**src/rtl/alu_pkg.sv**
```systemverilog
// alu_pkg: opcodes and stage payload types shared by alu_acc_seq and eight_bit_ALU.
package alu_pkg;
  localparam logic [2:0] OP_ADD = 3'd0;
  localparam logic [2:0] OP_SUB = 3'd1;
  localparam logic [2:0] OP_MUL = 3'd2;
  localparam logic [2:0] OP_DIV = 3'd3;
  localparam logic [2:0] OP_AND = 3'd4;
  localparam logic [2:0] OP_OR  = 3'd5;
  localparam logic [2:0] OP_XOR = 3'd6;
  localparam logic [2:0] OP_NOT = 3'd7;

  typedef struct packed {
    logic       load;
    logic [2:0] sel;
    logic [7:0] b;
  } req_t;

  typedef struct packed {
    logic [7:0] y;
    logic       carry;
    logic       zero;
    logic       err;
  } res_t;
endpackage

```
**src/rtl/alu_acc_seq_alu.sv**
```systemverilog
// eight_bit_ALU: combinational 8-bit ALU; carry is add carry-out or sub borrow, 0 otherwise.
module eight_bit_ALU
  import alu_pkg::*;
(
  input  logic [7:0] a,
  input  logic [7:0] b,
  input  logic [2:0] sel,
  output logic [7:0] y,
  output logic       carry
);
  logic [8:0]  sum;
  logic [8:0]  dif;
  logic [15:0] prod;
  assign sum  = {1'b0, a} + {1'b0, b};
  assign dif  = {1'b0, a} - {1'b0, b};
  assign prod = a * b;
  always_comb begin
    y     = 8'h00;
    carry = 1'b0;
    case (sel)
      OP_ADD: {carry, y} = sum;
      OP_SUB: {carry, y} = dif;
      OP_MUL: y = prod[7:0];
      OP_DIV: y = (b == 8'h00) ? 8'h00 : a / b;
      OP_AND: y = a & b;
      OP_OR:  y = a | b;
      OP_XOR: y = a ^ b;
      default: y = ~a;
    endcase
  end
endmodule

```
**src/rtl/alu_acc_seq.sv**
```systemverilog
// alu_acc_seq: two-stage accumulator sequencer around eight_bit_ALU with valid/ready in and out.
// Optional ALU_SEQ_DIVZ_EN: flag divide-by-zero on out_err and leave acc untouched.
module alu_acc_seq
  import alu_pkg::*;
#(
  parameter int CNT_W = 16
) (
  input  logic             clk,
  input  logic             rst_n,
  input  logic             in_valid,
  output logic             in_ready,
  input  logic             in_load,
  input  logic [2:0]       in_sel,
  input  logic [7:0]       in_b,
  output logic             out_valid,
  input  logic             out_ready,
  output logic [7:0]       out_y,
  output logic             out_carry,
  output logic             out_zero,
  output logic             out_err,
  output logic [7:0]       acc,
  output logic [CNT_W-1:0] op_cnt
);
  req_t       s1;
  res_t       s2;
  res_t       nxt;
  logic       s1_valid;
  logic       s2_valid;
  logic       adv;
  logic       divz;
  logic [7:0] alu_y;
  logic       alu_c;
  logic [7:0] ny;

  assign adv      = s1_valid & (!s2_valid | out_ready);
  assign in_ready = !s1_valid | !s2_valid | out_ready;

  eight_bit_ALU u_alu (
    .a     (acc),
    .b     (s1.b),
    .sel   (s1.sel),
    .y     (alu_y),
    .carry (alu_c)
  );

`ifdef ALU_SEQ_DIVZ_EN
  assign divz = !s1.load && s1.sel == OP_DIV && s1.b == 8'h00;
`else
  assign divz = 1'b0;
`endif

  assign ny  = s1.load ? s1.b : alu_y;
  assign nxt = '{y: ny, carry: !s1.load & alu_c, zero: ny == 8'h00, err: divz};

  always_ff @(posedge clk or negedge rst_n) begin
    if (!rst_n) begin
      s1       <= '0;
      s1_valid <= 1'b0;
      s2       <= '0;
      s2_valid <= 1'b0;
      acc      <= 8'h00;
      op_cnt   <= '0;
    end else begin
      if (in_valid && in_ready) begin
        s1       <= '{load: in_load, sel: in_sel, b: in_b};
        s1_valid <= 1'b1;
      end else if (adv) s1_valid <= 1'b0;
      if (adv) begin
        s2       <= nxt;
        s2_valid <= 1'b1;
        if (!divz) acc <= nxt.y;
      end else if (out_ready) s2_valid <= 1'b0;
      if (s2_valid && out_ready) op_cnt <= op_cnt + CNT_W'(1);
    end
  end

  assign out_valid = s2_valid;
  assign out_y     = s2.y;
  assign out_carry = s2.carry;
  assign out_zero  = s2.zero;
  assign out_err   = s2.err;
endmodule

```
**config.mk**
```make
export PLATFORM = sky130hd
export DESIGN_NAME = alu_acc_seq
export DESIGN_NICKNAME = d
export VERILOG_FILES = /design/src/rtl/alu_pkg.sv /design/src/rtl/alu_acc_seq_alu.sv /design/src/rtl/alu_acc_seq.sv
export SDC_FILE = /design/constraint.sdc
export NUM_CORES = 1
export LEC_CHECK = 0
export BUFFER_PORTS_ARGS = -buffer_cell sky130_fd_sc_hd__buf_2
export CAP_MARGIN = 0
export CORE_ASPECT_RATIO = 2
export CORE_MARGIN = 3
export CORE_UTILIZATION = 45
export CTS_BUF_LIST = sky130_fd_sc_hd__clkbuf_8
export CTS_CLUSTER_DIAMETER = 60
export DETAILED_ROUTE_END_ITERATION = 6
export SLEW_MARGIN = 20
export SYNTH_ARGS = -nofsm -noshare
export SYNTH_HDL_FRONTEND = slang
export SYNTH_HIERARCHICAL = 1
export SYNTH_SLANG_ARGS = --single-unit
```
**constraint.sdc**
```tcl
create_clock -name clk -period 14.5 [get_ports clk]
set_input_delay 1.45 -clock clk [delete_from_list [all_inputs] [get_ports clk]]
set_output_delay 1.45 -clock clk [all_outputs]
set_load 0.005 [all_outputs]
```
==> impl_metrics.py, run 1 <==
metrics = {
    "run_status": {
        "status": "finished clean",
    },
    "setup_path": {
        "cp.arrival_ns": 12.24,
        "startpoint_type": "flip-flop",
        "crit_type": "reg2reg",
        "critPathMaxStageDelay_ns": 0.66,
        "critPathMaxFanout": 12,
        "r2r_start": "s1[0]",
        "worstPathRequired_ns": 14.75,
        "slowest_stage": "a21oi_1",
        "cp-startpoint": "s1[0]",
        "critPathCaptureType": "flip-flop",
        "crit_top_cell": "ha_1",
    },
    "routing": {
        "drc": 0,
        "vias": 5007,
        "firstDrtPassIters": 6,
        "antenna_left": 0,
        "initialDrtViolationCount": 310,
        "drt-vias-per-instance": 6.144,
        "wire_per_inst_um": 21.08,
        "wl_um": 17180,
    },
    "clocking": {
        "cts_resized": 0,
        "cts_buffer_depth": 2,
        "path_clk_slew_ns": 0.09,
        "htreeDepth": 2,
        "tritoncts": "done",
        "ctsHoldBuffers": 0,
        "insertion_delay_ns": 0.31,
        "cts_sinks": 40,
        "post_cts_buffers": 0,
        "cts-root-buf": "clkbuf_8",
        "cts_made_buffers": 5,
    },
    "placed_design": {
        "port_buffers": 51,
        "post-place-cells": 807,
        "pre_cts_ws_ns": 2.728,
        "gp_congestion": 0.9735,
        "hpwlAfterDp_um": 13960,
        "place_area_sq_mm": 0.005734,
    },
    "floorplanning": {
        "initial_utilization": 0.4683,
        "ios": 53,
        "dieArea_sq_mm": 0.01339,
        "rows": 55,
        "die_w_um": 83.33,
        "die_h_um": 160.7,
        "core_area_sq_mm": 0.01149,
    },
    "power_and_ir_drop": {
        "p_sw_frac": 0.5248,
        "comb_power_share": 0.789,
        "power_density_mw_per_mm2": 228.1,
        "power_frac_seq": 0.139,
        "p_leak_nw": 2.885,
        "power.switching_mw": 0.7002,
        "ir_drop_mv": 0.1290,
        "p_clk_frac": 0.072,
        "total_power_mw": 1.334,
        "p_int_mw": 0.6341,
    },
    "finish": {
        "stdcell_area_sq_mm": 0.005849,
        "utilization": 0.5090,
        "nFillCells": 1168,
        "layout.nets": 782,
        "drive_gt1_frac": 0.1590,
        "area.growth.synth_to_final_pct": 8.696,
        "layout.cells.non_filler": 815,
        "antenna_cells": 0,
    },
    "global_routing": {
        "grt_pass1_wl_um": 27480,
        "first_global_vias": 5281,
        "grtUsageMet1": 0.2371,
        "grt_overflow": 0,
        "grt_max_degree": 41,
        "antenna_found_initial": 0,
        "gr-usage-met3": 0.02772,
        "grt_util_met2": 0.4879,
        "grtUsageTotal": 0.2592,
        "grt_busiest_layer": "met2",
    },
    "sta": {
        "setup_ws_ns": 2.512,
        "setup_tns_ns": 0,
        "hold_ws_ns": 0.4675,
        "relSlewSlack": 0.3079,
        "finClkSkew_ns": 0.01282,
        "max_freq_ghz": 0.08342,
        "setup_violations": 0,
        "drv_slew": 0,
        "hold_viol": 0,
        "timing.final.crit_share": 0.8267,
        "worstMarginPinSlew_ns": 1.025,
        "min_period_ns": 11.99,
        "rsz0062_at_grt": "no",
    },
    "synth": {
        "syn_area_sq_mm": 0.005381,
        "yosys-top-cells-count": "ha_1, nor2_1, nand2_1",
        "synth_edf_count": 0,
        "yosysTopAreaCellShare": 0.1860,
        "synthArstFlopShare": 1.000,
        "ys_warn_count": 6,
        "syn_inst": 633,
        "yosysMostFrequentCell": "ha_1",
        "synth_cell_types": 73,
        "syn_avg_cell_area_sq_um": 8.501,
        "synth_flop_cell": "dfrtp_1",
        "synth_fp_nets": 743,
        "synth_seq_area_share": 0.1860,
        "netlist.top_cell.by_area": "dfrtp_1",
        "synth.ff_latch_count": 40,
        "ys_top_cells_by_area": "dfrtp_1, ha_1, xnor2_1, fa_1, mux2_2",
    },
    "job": {
        "drv_cap": 0,
    },
    "worst_hold_path": {
        "hp-class": "reg2reg",
        "hp-start": "op_cnt[15]",
    },
}
[sequential cells by signal (all words and copies together), names as in the netlist]
name / count
op_cnt: 16
out_carry: 1
out_valid: 1
out_y: 8
out_zero: 1
s1: 12
s1_valid: 1
[cells by family (layout without fill, tap and decap cells)]
logic type | Yosys count | count (layout) | share of synthesized area
buf+inv | 75 | 115 | 0.06022
flops | 40 | 40 | 0.1860
fa+ha+maj | 94 | 94 | 0.2381
mux | 32 | 32 | 0.06487
simple gates | 192 | 192 | 0.1818
xor+xnor | 45 | 45 | 0.07324
compound gates | 154 | 154 | 0.1951
other cells | 1 | 1 | 0.0006968
[cells in the final DEF (no fill, tap or decap), types with 4 or more instances in the layout]
cell      synthesis  final
a21oi_1          32     32
mux2_2           22     22
dfrtp_1          40     40
and3_1            4      4
a21o_1           13     13
xor2_1            8      8
clkbuf_8          0      5
nand3_1          13     13
ha_1             80     80
nand2_1          50     50
a22oi_1           4      4
nor2_1           53     53
buf_2             4     51
fa_1             14     14
nand2b_1         10     10
o21a_1           15     15
a221oi_1          6      6
nor3_1           17     17
buf_4            10      9
xnor2_1          37     37
a31oi_1           7      7
o21ai_0          34     34
nand3b_1          5      5
or3_1             4      4
o211ai_1          6      6
and2_1            4      4
inv_1            46     46
mux2i_1           9      9
o21bai_1          4      4
[layer usage]
metal / routed length [um] / part of all wire
met3: 774 / 0.045
met5: 0 / 0
met4: 1878 / 0.11
met1: 5592 / 0.33
met2: 8936 / 0.52
[power groups by stage]
| stage | Sequential [mW] | Combinational (mW) | Clock (mW) |
|---|---|---|---|
| floorplan | 0.179 | 0.741 | 0 |
| global placement | 0.187 | 1.01 | 0 |
| detailed placement | 0.187 | 1.04 | 0 |
| CTS | 0.185 | 1.05 | 0.100 |
| global route | 0.189 | 1.16 | 0.102 |
| finish | 0.186 | 1.05 | 0.0959 |
[area by class of cell]
cell class / count / area [sq um] / share of cell area
Tap cell: 142 / 177.7 / 0.03037
Multi-Input combinational cell: 518 / 4056 / 0.6935
Timing Repair Buffer: 60 / 322.8 / 0.05519
Clock buffer: 5 / 68.82 / 0.01176
Sequential cell: 40 / 1001 / 0.1711
Inverter: 47 / 176.4 / 0.03016
Clock inverter: 3 / 46.29 / 0.007914
[worst paths after layout]
check,slack (ns),endpoint,cells after the start
worst min-delay path,0.47,op_cnt[15],1
worst min register to register,0.47,op_cnt[15],1
max in group asynchronous,12.67,s1[11],1
worst max-delay path,2.51,out_zero,48
min in group asynchronous,1.27,op_cnt[14],1
worst max register to register,2.51,out_zero,48
[worst max-delay path, delay by kind of cell, from the launching register on]
kind	cells	cell delay, ns
AND/OR/NAND/NOR	8	1.46
adder cells (fa/ha/maj)	8	2.58
flip-flops	1	0.62
buffers and inverters	2	0.41
multiplexers	2	0.81
AO/OA/AOI/OAI	28	6.05
Note: power is estimated with default switching activity, not from simulation.
==> run 2: changes to the inputs <==
==> constraint.sdc (replaced) <==
create_clock -name clk -period 11.95 [get_ports clk]
set_input_delay 1.195 -clock clk [delete_from_list [all_inputs] [get_ports clk]]
set_output_delay 1.195 -clock clk [all_outputs]
set_load 0.005 [all_outputs]
==> impl_metrics.py, run 2 (synthesis results as in run 1) <==
metrics = {
    "sta": {
        "relSlewSlack": 0.3201,
        "timing.final.crit_share": 0.9307,
        "min_period_ns": 11.12,
        "drv_slew": 0,
        "hold_viol": 0,
        "setup_violations": 0,
        "setup_tns_ns": 0,
        "max_freq_ghz": 0.08992,
        "finClkSkew_ns": 0.007105,
        "worstMarginPinSlew_ns": 1.007,
        "hold_ws_ns": 0.4665,
    },
    "setup_path": {
        "worstPathRequired_ns": 12.19,
        "critPathMaxFanout": 10,
        "startpoint_type": "flip-flop",
        "critPathMaxStageDelay_ns": 0.61,
        "rr_endpoint": "out_zero",
        "crit_type": "reg2reg",
        "r2r_cells": 50,
        "cp.arrival_ns": 11.36,
        "slowest_stage": "dfrtp_1",
        "reg2reg_slack_ns": 0.83,
        "critPathCaptureType": "flip-flop",
        "r2r_start": "s1[6]",
    },
    "power_and_ir_drop": {
        "p_leak_nw": 2.914,
        "power_density_mw_per_mm2": 271.3,
        "ir_drop_mv": 0.1511,
    },
    "routing": {
        "drt-vias-per-instance": 6.045,
        "drc": 0,
        "wl_um": 17330,
        "initialDrtViolationCount": 270,
        "firstDrtPassIters": 5,
        "antenna_left": 0,
        "vias": 4969,
        "wire_per_inst_um": 21.08,
    },
    "global_routing": {
        "first_global_vias": 5156,
        "grtUsageMet1": 0.2463,
        "grt_overflow": 0,
        "grt_busiest_layer": "met2",
        "grt_util_met2": 0.4788,
        "antenna_found_initial": 0,
        "gr-usage-met3": 0.01591,
        "grtUsageTotal": 0.2569,
        "grt_pass1_wl_um": 27010,
        "grt_max_degree": 41,
    },
    "floorplanning": {
        "core_area_sq_mm": 0.01149,
        "ios": 53,
        "dieArea_sq_mm": 0.01339,
        "rows": 55,
        "die_w_um": 83.33,
        "die_h_um": 160.7,
        "initial_utilization": 0.4683,
    },
    "finish": {
        "largest_register_ffs": 16,
        "layout.nets": 789,
        "layout_common_cells": "ha_1, nor2_1, buf_2",
        "antenna_cells": 0,
        "top_register": "op_cnt",
        "layout_commonest_cell": "ha_1",
        "area.growth.synth_to_final_pct": 9.765,
        "drive_gt1_frac": 0.1735,
        "stdcell_area_sq_mm": 0.005907,
    },
    "run_status": {
        "status": "finished clean",
    },
    "clocking": {
        "path_clk_slew_ns": 0.08,
        "cts_sinks": 40,
        "tritoncts": "done",
        "cts_made_buffers": 5,
        "cts-root-buf": "clkbuf_8",
        "cts_buffer_depth": 2,
        "htreeDepth": 2,
        "insertion_delay_ns": 0.30,
    },
    "placed_design": {
        "hpwlAfterDp_um": 14130,
        "gp_congestion": 1.015,
        "port_buffers": 51,
        "place_area_sq_mm": 0.005772,
    },
    "worst_hold_path": {
        "min_path_cells": 1,
        "hp-start": "op_cnt[15]",
        "hp-class": "reg2reg",
        "hold_end": "op_cnt[15]",
    },
    "job": {
        "drv_cap": 0,
    },
}
-- run 2: worst max-delay path by stage --
stage / endpoint / depth (start not counted) / startpoint / slack, ns
finish: out_zero / 50 / s1[6] / 0.83
global route: out_zero / 51 / s1[0] / -0.0002
CTS: out_zero / 49 / s1[0] / 0.62
detailed placement: out_zero / 49 / s1[0] / 0.68
global placement: out_zero / 46 / s1[0] / 1.06
floorplan: out_zero / 48 / s1[0] / 1.42
-- run 2: per-stage QoR --
stage               instances  setup WS (ns)    util  power (mW)
floorplan                 633          1.418       -       1.116
global placement          812          1.062  0.5022       1.459
detailed placement        812         0.6783  0.5022       1.484
CTS                       820         0.6247  0.5119       1.605
global route              822     -0.0001874  0.5140       1.749
finish                    822         0.8285  0.5140       1.602
-- run 2: power breakdown --
| part | total, mW | internal (mW) | switching, mW |
|---|---|---|---|
| Clock | 0.111 | 0.0618 | 0.0494 |
| Combinational | 1.27 | 0.545 | 0.724 |
| Sequential | 0.222 | 0.164 | 0.0576 |
-- run 2: repair_timing --
action                                  4_1_cts  5_1_grt
endpoints found under the setup margin        0        2
hold buffers                                  0        0
gates resized for setup                       0        4
setup buffers                                 0        2
-- run 2: layout make-up --
class | instances | area (sq um)
Multi-Input combinational cell | 518 | 4061
Inverter | 47 | 176.4
Sequential cell | 40 | 1005
Fill cell | 1123 | 5585
Clock buffer | 5 | 68.82
Timing Repair Buffer | 67 | 375.4
Clock inverter | 3 | 42.54
Tap cell | 142 | 177.7
-- run 2: critical path: cells and delay by family, from the launching register on --
family | cells | cell delay (ns)
AOI/OAI and AO/OA | 30 | 5.71
buffers and inverters | 3 | 0.44
DFF | 1 | 0.61
and+or+nand+nor | 9 | 1.79
muxes | 1 | 0.41
adders and majority gates | 7 | 2.09
-- run 2: metal layers --
layer	up-vias	wire [um]	share of wire
li1	2344	-	-
met1	2379	5986	0.35
met2	176	9115	0.53
met3	70	531	0.031
met4	0	1697	0.098
met5	-	0	0
==> run 3: changes to the inputs <==
--- a/config.mk
+++ b/config.mk
@@ -5,6 +5,7 @@
 export SDC_FILE = /design/constraint.sdc
 export NUM_CORES = 1
 export LEC_CHECK = 0
+export ABC_AREA = 1
 export BUFFER_PORTS_ARGS = -buffer_cell sky130_fd_sc_hd__buf_2
 export CAP_MARGIN = 0
 export CORE_ASPECT_RATIO = 2
==> impl_metrics.py, run 3 <==
metrics = {
    "run_status": {
        "status": "finished clean",
    },
    "routing": {
        "antenna_left": 0,
        "vias": 5729,
        "drc": 0,
        "wl_um": 18230,
        "initialDrtViolationCount": 249,
        "firstDrtPassIters": 5,
        "drt-vias-per-instance": 5.384,
        "wire_per_inst_um": 17.13,
    },
    "synth": {
        "syn_inst": 873,
        "ys_warn_count": 6,
        "yosys-top-cells-count": "nand2_1, inv_1, ha_1",
        "synth_flop_cell": "dfrtp_1",
        "yosysTopAreaCellShare": 0.1732,
        "syn_avg_cell_area_sq_um": 6.620,
        "synth_edf_count": 0,
        "synth_seq_area_share": 0.1732,
        "netlist.top_cell.by_area": "dfrtp_1",
        "synth_cell_types": 52,
        "synth_fp_nets": 983,
        "syn_area_sq_mm": 0.005779,
        "ys_top_cells_by_area": "dfrtp_1, ha_1, nand2_1, inv_1, nand3_1",
        "synthArstFlopShare": 1.000,
        "synth.ff_latch_count": 40,
        "yosysMostFrequentCell": "nand2_1",
    },
    "power_and_ir_drop": {
        "total_power_mw": 1.761,
        "p_leak_nw": 3.592,
        "power_density_mw_per_mm2": 282.3,
        "ir_drop_mv": 0.1692,
    },
    "finish": {
        "area.growth.synth_to_final_pct": 7.924,
        "layout.cells.non_filler": 1064,
        "layout_common_cells": "nand2_1, inv_1, ha_1",
        "top_register": "op_cnt",
        "largest_register_ffs": 16,
        "layout_commonest_cell": "nand2_1",
        "layout.nets": 1023,
        "drive_gt1_frac": 0.1214,
        "antenna_cells": 0,
    },
    "worst_hold_path": {
        "hp-class": "reg2reg",
        "hp-start": "out_carry",
    },
    "sta": {
        "rsz0062_at_grt": "no",
        "drv_slew": 0,
        "relSlewSlack": 0.4082,
        "finClkSkew_ns": 0.01345,
        "max_freq_ghz": 0.1001,
        "setup_tns_ns": 0,
        "setup_violations": 0,
        "timing.final.crit_share": 0.8364,
        "min_period_ns": 9.995,
        "worstMarginPinSlew_ns": 0.8877,
        "hold_viol": 0,
    },
    "placed_design": {
        "port_buffers": 51,
        "gp_congestion": 0.9862,
        "hpwlAfterDp_um": 15040,
        "post-place-cells": 1056,
    },
    "clocking": {
        "tritoncts": "done",
        "cts_made_buffers": 5,
        "cts_sinks": 40,
        "htreeDepth": 2,
        "cts_buffer_depth": 2,
        "path_clk_slew_ns": 0.10,
        "post_cts_buffers": 0,
        "ctsHoldBuffers": 0,
        "cts_resized": 0,
        "cts-root-buf": "clkbuf_8",
        "insertion_delay_ns": 0.32,
    },
    "global_routing": {
        "grtUsageTotal": 0.2647,
        "grt_pass1_wl_um": 29180,
        "antenna_found_initial": 0,
        "grt_overflow": 0,
        "first_global_vias": 5864,
        "grt_max_degree": 41,
    },
    "floorplanning": {
        "die_w_um": 86.14,
        "rows": 58,
        "ios": 53,
        "die_h_um": 166.3,
        "core_area_sq_mm": 0.01255,
        "dieArea_sq_mm": 0.01432,
        "initial_utilization": 0.4603,
    },
    "setup_path": {
        "cp.arrival_ns": 10.26,
        "crit_type": "reg2reg",
        "slowest_stage": "dfrtp_1",
        "critPathCaptureType": "flip-flop",
        "cp-startpoint": "s1[0]",
        "worstPathRequired_ns": 12.22,
        "critPathMaxStageDelay_ns": 0.61,
        "critPathMaxFanout": 12,
        "startpoint_type": "flip-flop",
        "r2r_start": "s1[0]",
        "crit_top_cell": "nand2_1",
    },
    "job": {
        "drv_cap": 0,
    },
}
-- run 3: cell count changes after synthesis, sizes merged, moves of 11 or more --
cell,delta
o21ai,+18
mux2,-23
nand3,+52
o21a,-14
xnor2,-25
a21oi,+13
a21o,-11
xor2,+12
nand2,+197
inv,+105
-- run 3: critical path, delay by kind of cell, from the launching register on --
family	cells	cell delay, ns
AO/OA/AOI/OAI	14	1.98
adder cells (fa/ha/maj)	8	2.53
buffers and inverters	6	0.78
flip-flops	1	0.61
AND/OR/NAND/NOR	34	4.04
-- run 3: path summary, 6_finish.rpt --
| kind | slack (ns) | depth (start not counted) | endpoint |
|---|---|---|---|
| min reg2reg | 0.50 | 2 | out_carry |
| max in group asynchronous | 10.39 | 1 | op_cnt[2] |
| min | 0.50 | 2 | out_carry |
| max reg2reg | 1.96 | 62 | out_zero |
| min in group asynchronous | 0.98 | 1 | out_valid |
| max | 1.96 | 62 | out_zero |
-- run 3: cells by family (layout without fill, tap and decap cells) --
group / count (synthesis) / in the layout / synth area share
xor gates and xnor gates: 32 / 32 / 0.04980
DFF: 40 / 40 / 0.1732
and+or+nand+nor: 412 / 412 / 0.3170
adders and majority gates: 94 / 94 / 0.2217
other: 1 / 1 / 0.0006489
AOI/OAI and AO/OA: 120 / 120 / 0.1152
buffers and inverters: 174 / 215 / 0.1225
-- run 3: area by class of cell --
class | instances | area (sq um)
clock buffers | 5 | 68.82
clock inverters | 3 | 46.29
fillers | 1371 | 6317
inverters | 152 | 578.1
multi-input cells | 659 | 4070
flip-flops and latches | 40 | 1001
well taps | 150 | 187.7
repair buffers | 55 | 285.3
-- run 3: power breakdown --
part           switching (mW)  total [mW]  internal (mW)
registers              0.0819       0.246          0.164
clock network          0.0578       0.121         0.0630
logic                   0.859        1.39          0.534
-- run 3: layer usage --
metal | up-vias | track usage | routed length [um] | share of wire
met5 | - | 0 | 0 | 0
met4 | 0 | 0.2054 | 1612 | 0.088
met3 | 69 | 0.01738 | 440 | 0.024
met2 | 151 | 0.5082 | 10160 | 0.56
met1 | 2648 | 0.2439 | 6016 | 0.33
li1 | 2861 | - | - | -
-- run 3: per-stage QoR --
stage               utilization  setup WS, ns  hold slack (ns)  area [sq um]
floorplan                     -         3.467           0.4727          5779
global placement         0.4876         2.229           0.4820          6122
detailed placement       0.4876         2.057           0.4839          6122
CTS                      0.4968         2.031           0.5044          6237
global route             0.4968        0.9951           0.5162          6237
finish                   0.4968         1.955           0.4953          6237
